==> src/rtl/sequence_recorder_16x4_pkg.sv <==
// rtl/sequence_recorder_16x4_pkg.sv - shared constants, state encoding and helpers for the sequence recorder
package sequence_recorder_16x4_pkg;

  localparam int SEQ_DEPTH  = 16;
  localparam int SEQ_ADDR_W = 4;
  localparam int SEQ_DATA_W = 7;

  typedef enum logic [2:0] {
    INICIAL = 3'd0,
    ARMED   = 3'd1,
    ESPERA  = 3'd2,
    GRAVA   = 3'd3,
    SOLTA   = 3'd4,
    FIM     = 3'd5
  } state_t;

  function automatic logic one_hot4(input logic [3:0] v);
    return (v != 4'd0) && ((v & (v - 4'd1)) == 4'd0);
  endfunction

endpackage

==> src/rtl/sequence_recorder_16x4_sync_ram.sv <==
// rtl/sequence_recorder_16x4_sync_ram.sv - 16-word RAM, one write port, registered read port, sync clear
module sync_ram_16x7
  import sequence_recorder_16x4_pkg::*;
#(
  parameter int DATA_W = SEQ_DATA_W
) (
  input  logic                  clock,
  input  logic                  reset,
  input  logic                  clear,
  input  logic                  we,
  input  logic [SEQ_ADDR_W-1:0] waddr,
  input  logic [DATA_W-1:0]     wdata,
  input  logic [SEQ_ADDR_W-1:0] raddr,
  output logic [DATA_W-1:0]     rdata
);

  logic [DATA_W-1:0] mem [SEQ_DEPTH];

  // Read samples the array before this edge's update, so same-address access returns the old word.
  always_ff @(posedge clock) begin
    if (reset) begin
      for (int i = 0; i < SEQ_DEPTH; i++) mem[i] <= '0;
      rdata <= '0;
    end else begin
      rdata <= mem[raddr];
      if (clear) begin
        for (int i = 0; i < SEQ_DEPTH; i++) mem[i] <= '0;
      end else if (we) begin
        mem[waddr] <= wdata;
      end
    end
  end

endmodule

==> src/rtl/sequence_recorder_16x4.sv <==
// rtl/sequence_recorder_16x4.sv - records single-button presses into a ROM-compatible 16x7 sequence RAM
module sequence_recorder_16x4
  import sequence_recorder_16x4_pkg::*;
#(
  parameter int DEPTH  = SEQ_DEPTH,
  parameter int DATA_W = SEQ_DATA_W
) (
  input  logic              clock,
  input  logic              reset,
  input  logic              iniciar,
  input  logic              parar,
  input  logic [3:0]        botoes,
  input  logic [3:0]        endereco,
  output logic [DATA_W-1:0] dado,
  output logic              gravando,
  output logic              cheio,
  output logic              pronto,
  output logic              invalido,
  output logic [4:0]        contagem
);

  state_t     state, nxt;
  logic [3:0] b_q;
  logic [3:0] val_q;
  logic       press;
  logic       we;
  logic       clear;
  logic       inv_set;
  logic       last_slot;

  assign press     = (b_q == 4'd0) && (botoes != 4'd0);
  assign cheio     = (contagem == 5'(DEPTH));
  assign last_slot = (contagem == 5'(DEPTH - 1));

  always_ff @(posedge clock) begin
    if (reset) state <= INICIAL;
    else       state <= nxt;
  end

  always_comb begin
    nxt = state;
    if (iniciar) begin
      nxt = ARMED;
    end else begin
      case (state)
        INICIAL: nxt = INICIAL;
        ARMED:   if (parar) nxt = FIM; else if (botoes == 4'd0) nxt = ESPERA;
        ESPERA: begin
          if (parar)      nxt = FIM;
          else if (press) nxt = one_hot4(botoes) ? GRAVA : SOLTA;
        end
        GRAVA:   nxt = (parar || last_slot) ? FIM : SOLTA;
        SOLTA:   if (parar) nxt = FIM; else if (botoes == 4'd0) nxt = ESPERA;
        FIM:     nxt = FIM;
        default: nxt = INICIAL;
      endcase
    end
  end

  always_comb begin
    gravando = (state == ARMED) || (state == ESPERA) || (state == SOLTA);
    pronto   = (state == FIM);
    we       = (state == GRAVA) && !cheio;
    clear    = iniciar;
    inv_set  = (state == ESPERA) && !iniciar && !parar && press && !one_hot4(botoes);
  end

  // The press value is latched in ESPERA and written one cycle later from GRAVA.
  always_ff @(posedge clock) begin
    if (reset) begin
      b_q      <= '0;
      val_q    <= '0;
      contagem <= '0;
      invalido <= 1'b0;
    end else begin
      b_q      <= botoes;
      invalido <= inv_set;
      if (state == ESPERA && press) val_q <= botoes;
      if (iniciar)  contagem <= '0;
      else if (we)  contagem <= contagem + 5'd1;
    end
  end

  sync_ram_16x7 #(.DATA_W(DATA_W)) u_ram (
    .clock (clock),
    .reset (reset),
    .clear (clear),
    .we    (we),
    .waddr (contagem[3:0]),
    .wdata ({{(DATA_W-4){1'b0}}, val_q}),
    .raddr (endereco),
    .rdata (dado)
  );

endmodule
==> config.mk <==
export PLATFORM = sky130hd
export DESIGN_NAME = sequence_recorder_16x4
export DESIGN_NICKNAME = d
export VERILOG_FILES = /design/src/rtl/sequence_recorder_16x4_pkg.sv /design/src/rtl/sequence_recorder_16x4_sync_ram.sv /design/src/rtl/sequence_recorder_16x4.sv
export SDC_FILE = /design/constraint.sdc
export NUM_CORES = 1
export LEC_CHECK = 0
export CAP_MARGIN = 40
export CORE_ASPECT_RATIO = 1.25
export CORE_MARGIN = 2
export CORE_UTILIZATION = 35
export CTS_BUF_LIST = sky130_fd_sc_hd__clkbuf_4 sky130_fd_sc_hd__clkbuf_8 sky130_fd_sc_hd__clkbuf_16
export DETAILED_ROUTE_END_ITERATION = 8
export GPL_TIMING_DRIVEN = 0
export PLACE_DENSITY_LB_ADDON = 0.08
export SYNTH_ARGS = -nofsm -noshare
export SYNTH_HDL_FRONTEND = slang
export SYNTH_HIERARCHICAL = 1
export SYNTH_SLANG_ARGS = --single-unit
==> constraint.sdc <==
create_clock -name clock -period 4.65 [get_ports clock]
set_clock_uncertainty 0.05 [all_clocks]
set_input_delay 1.1625 -clock clock [delete_from_list [all_inputs] [get_ports clock]]
set_output_delay 1.1625 -clock clock [all_outputs]
set_load 0.05 [all_outputs]
Word-level counts from Yosys, hierarchy flattened
Memories as Yosys holds them, arrays and structs flattened. A register that Yosys moved wholly into a read port is not among the register bits. Index checks and enable logic that the tools add are counted.

Output and inout port bits: 16. Register bits after elaboration: 24. Input port bits: 12. Memories: 1. RAM bits: 64. Word-level logic and storage cells: 98.

Equality and inequality tests: 11. Reduce and logical (&&, ||, !) cells: 24. Bitwise operators: 17. Add/sub/neg operators: 2. Mux-type cells: 36.

Memories: u_ram.mem (depth 16, width 4, read ports 1, clocked after memory_dff 1, wr ports 16, line sequence_recorder_16x4_sync_ram.sv:17) `logic [DATA_W-1:0] mem [SEQ_DEPTH];`.

Operators by type and width (count): $mux W4 (18); $or A1 B1 Y1 (16); $mux W3 (5); $logic_not A4 Y1 (3); $mux W1 (12); $pmux W3 S4 (1); $logic_and A1 B1 Y1 (8); $eq A3 B2 Y1 const B (2); $eq A3 B3 Y1 const B (2); $add A5 B1 Y5 const B (1); $eq A5 B4 Y1 const B (1); $eq A5 B5 Y1 const B (1); $and A4 B4 Y4 (1); $logic_not A1 Y1 (4); $ne A4 B1 Y1 const B (1); $ne A4 B4 Y1 const B (1); $reduce_and A2 Y1 (2); $reduce_bool A4 Y1 (1); $reduce_or A2 Y1 (2); $reduce_or A4 Y1 (1); $sub A4 B1 Y4 const B (1); $eq A3 B1 Y1 const B (1); $logic_or A1 B1 Y1 (3); $ne A3 B1 Y1 const B (1); $ne A3 B3 Y1 const B (1).

Logic depth before layout (Yosys ltp)
Depth after elaboration: 9. Gate-level depth with buffers: 7. Mapped depth without buffers: 7.

By module
Netlist, hierarchy kept.

Modules (own cells, without submodules): sync_ram_16x7 (cells each 398, times used 1, area each 5486.5 µm²); sequence_recorder_16x4 (cells each 105, times used 1, area each 935.9 µm²).

Worst setup path before layout
No wires, ideal clock.

Kind: register to register. Start point: register contagem[0]. End point: memory u_ram/mem[0][0] in the netlist's numbering, enable pin. Arrival: 3.823 ns. Path slack: 0.485 ns. Data required time: 4.308 ns. Stages on the path, launching flop included: 8. Clock period less this slack: 4.165 ns. Library setup time: 0.292 ns. Buffers on the path: 0. Path through: dfxtp_1 inv_1 ha_1 nor4bb_1 nor2b_1 nand4bb_2 nor3_2 nand2b_1.

RTL lines: start: declaration (line sequence_recorder_16x4.sv:19) `output logic [4:0] contagem`; start signal: assignment (line sequence_recorder_16x4.sv:80) `else if (we) contagem <= contagem + 5'd1;`; end: declaration (line sequence_recorder_16x4_sync_ram.sv:17).

Worst setup path after layout
Start point: register contagem[0]. End point: output cheio.

Cells in the longest elaborated chain, start to end: 1.

Ends and longest elaborated chain: $eq A5 B5 Y1 (line sequence_recorder_16x4.sv:32) `assign cheio = (contagem == 5'(DEPTH));`; end: declaration (line sequence_recorder_16x4.sv:16) `output logic cheio,`.

No other way between the ends.

==> summary.txt <==
Status - finished, final reports clean
Post-synth cell types - 51
RSZ-0062 raised after global routing - false
Synth cell count leaders - 115 x and2_1, 112 x edfxtp_1, 58 x mux2i_1
Most frequent cell after synthesis - and2_1
Post_cts resized - 0
Final Hold Violating Endpoints - 0
Vias - 3,983
Site Rows - 55
Post-synthesis sequential area ratio - 59.8%
Synth area leaders - edfxtp_1 52%, and2_1 11%, mux2i_1 9.0%
Post-Syn Area - 0.00642 mm^2
# clock sinks - 136
CP Max Fanout - 9
TritonCTS buffer count - 17
FILL cells - 1,734
Ant diodes - 0
Synth area leader - edfxtp_1
Fin crit period - 3.60 ns
Number of flops mapped to enable cells by yosys - 112
Post-synthesis register bit count - 136
Post-DP HPWL - 11,100 um
H-tree levels - 4
Crit start category - register
Maximum vdd drop - 0.232 mV
DP Cell Count - 786
Clk_lat worst skew - 0.42 ns
Nets - 592
Leakage power - 3.10 nW
Worst-margin pin slew - 0.670 ns
CP endpoint kind - primary output
Root buf cell - clkbuf_16
Initial antenna violation count - 0
Worst slew margin - 54.9%
Detailed Routing Iterations Pass 1 - 6
First-pass GRT wire length - 24,000 um
Crit path DAT - 2.39 ns
Share of layout cells above drive strength 1 - 12.4%
Initial Util - 35.6%
PD cells - 380 mW/mm^2
Vias/cell - 4.87
Drt wl/cell - 18.8 um
Post-CTS Setup Bufs - 0
Area growth syn-to-layout - 19.3%
GPL Wtd Cong - 0.799
Fin crit share - 77.5%
DR iter-0 viols - 249
Crit path cell chain - inv_1, ha_1, nor4bb_1, clkdlybuf4s50_1
Antenna Violating Nets Remaining - 0
Final setup viols - 0
Core Area - 0.0180 mm^2
I/O pins - 28
Max-cap viol count - 0
GRT overflow - 0
Max Clk Rate - 0.278 GHz
Slowest cell on crit path - clkdlybuf4s50_1
Ys Warns - 6
Number of global-route vias before repair - 4,098
Largest net degree at the start of global routing - 17
Critical path required time - 3.44 ns
IO Port Bufs - 22
Hold Path Class - reg2reg
CTS tree - built
Worst-path clk slew - 0.05 ns
Final Max Slew Viols - 0
DRT Wirelength - 15,400 um
Synthesized area per cell - 12.8 um^2
CP Class - reg2out
Chip width - 125 um
Synth Instances - 503
Total track usage - 16.7%
Die footprint - 0.0195 mm^2
CTS Hold Buffers Added - 0
Die Ht - 155 um
Primary FF master, synth - edfxtp_1
Largest stage delay, worst path - 0.88 ns
# DRC - 0
Yosys top cell area share - 52.4%
Clock Tree Buf Depth - 2
Async SR Flop Fraction - 0%
Total negative slack - 0 ns
Post-Layout Cell Count - 818
[cells by family (layout without fill, tap and decap cells)]
| kind of cell | count (synthesis) | after routing | synth area share (%) |
|---|---|---|---|
| fa+ha+maj | 4 | 4 | 0.740 |
| buf+inv | 31 | 98 | 2.40 |
| xor+xnor | 4 | 4 | 0.546 |
| compound gates | 63 | 63 | 6.74 |
| simple gates | 204 | 204 | 19.9 |
| mux | 60 | 60 | 9.74 |
| flops | 136 | 136 | 59.8 |
| other cells | 1 | 21 | 0.0584 |
[final cells by class]
class,instances,area (um^2),share of cell area (%)
plain buffers,27,139,1.81
clock buffers,26,531,6.92
clock inverters,6,63.8,0.833
inverters,4,15.0,0.196
multi-input cells,356,2500,32.6
flip-flops and latches,136,3840,50.1
well taps,228,285,3.72
repair buffers,35,288,3.75
[cells in the final DEF (no fill, tap or decap), types with 3 or more instances in the layout]
cell type	instances
and2_1	115
edfxtp_1	112
mux2i_1	58
a22oi_1	26
nor2_1	25
dfxtp_1	24
clkdlybuf4s50_1	22
conb_1	21
clkbuf_16	17
clkbuf_1	16
o21ai_0	15
buf_2	15
nand2_1	15
nor2b_1	11
nand2b_1	8
buf_4	8
o22ai_1	7
clkbuf_8	6
inv_1	4
nor3_2	4
xnor2_1	3
nor4_1	3
ha_1	3
clkbuf_4	3
[power by group]
part | switching (W) | leakage, nW | internal (W)
Clock | 0.000489 | 0.293 | 0.000837
Combinational | 0.000137 | 1.36 | 0.0000742
Sequential | 0.0000137 | 1.44 | 0.00136
[final timing paths]
path                                  from                             to  slack (ns)  cells after the start
hold / removal    contagem[4]$_SDFFE_PP0P_       contagem[4]$_SDFFE_PP0P_        0.47                      2
setup reg to reg  contagem[0]$_SDFFE_PP0P_  u_ram/mem[0][6]$_SDFFCE_PN0P_        1.58                      8
hold reg to reg   contagem[4]$_SDFFE_PP0P_       contagem[4]$_SDFFE_PP0P_        0.47                      2
setup / recovery  contagem[0]$_SDFFE_PP0P_                          cheio        1.05                      4
[critical path, delay by kind of cell (launching register included)]
kind	cells	cell delay (ns)
buffers and inverters	2	0.99
adders and majority gates	1	0.13
DFF	1	0.44
and+or+nand+nor	1	0.40
[per-layer routing]
layer  wire [um]  GRT usage (%)
met1        6770           20.3
met2        7720           29.2
met3         534           3.44
met4         327           6.51
met5           0              0
[metrics by stage]
stage | instance area, um^2 | total power, W | hold WS (ns) | setup slack, ns | utilization (%)
detailed placement | 7070 | 0.00161 | 0.467 | 0.904 | 39.2
finish | 7660 | 0.00291 | 0.471 | 1.05 | 42.5
global route | 7660 | 0.00302 | 0.515 | 0.921 | 42.5
global placement | 7000 | 0.00160 | 0.468 | 0.609 | 38.8
CTS | 7660 | 0.00294 | 0.478 | 1.00 | 42.5
floorplan | 6500 | 0.00153 | 0.457 | 0.485 | -
[registers in the layout, summed over array words and instances, names as in the netlist]
signal,count
u_ram/mem,112
b_q,4
contagem,5
val_q,4
u_ram/rdata,7
invalido,1
state,3
(Power assumes the default switching activity.)
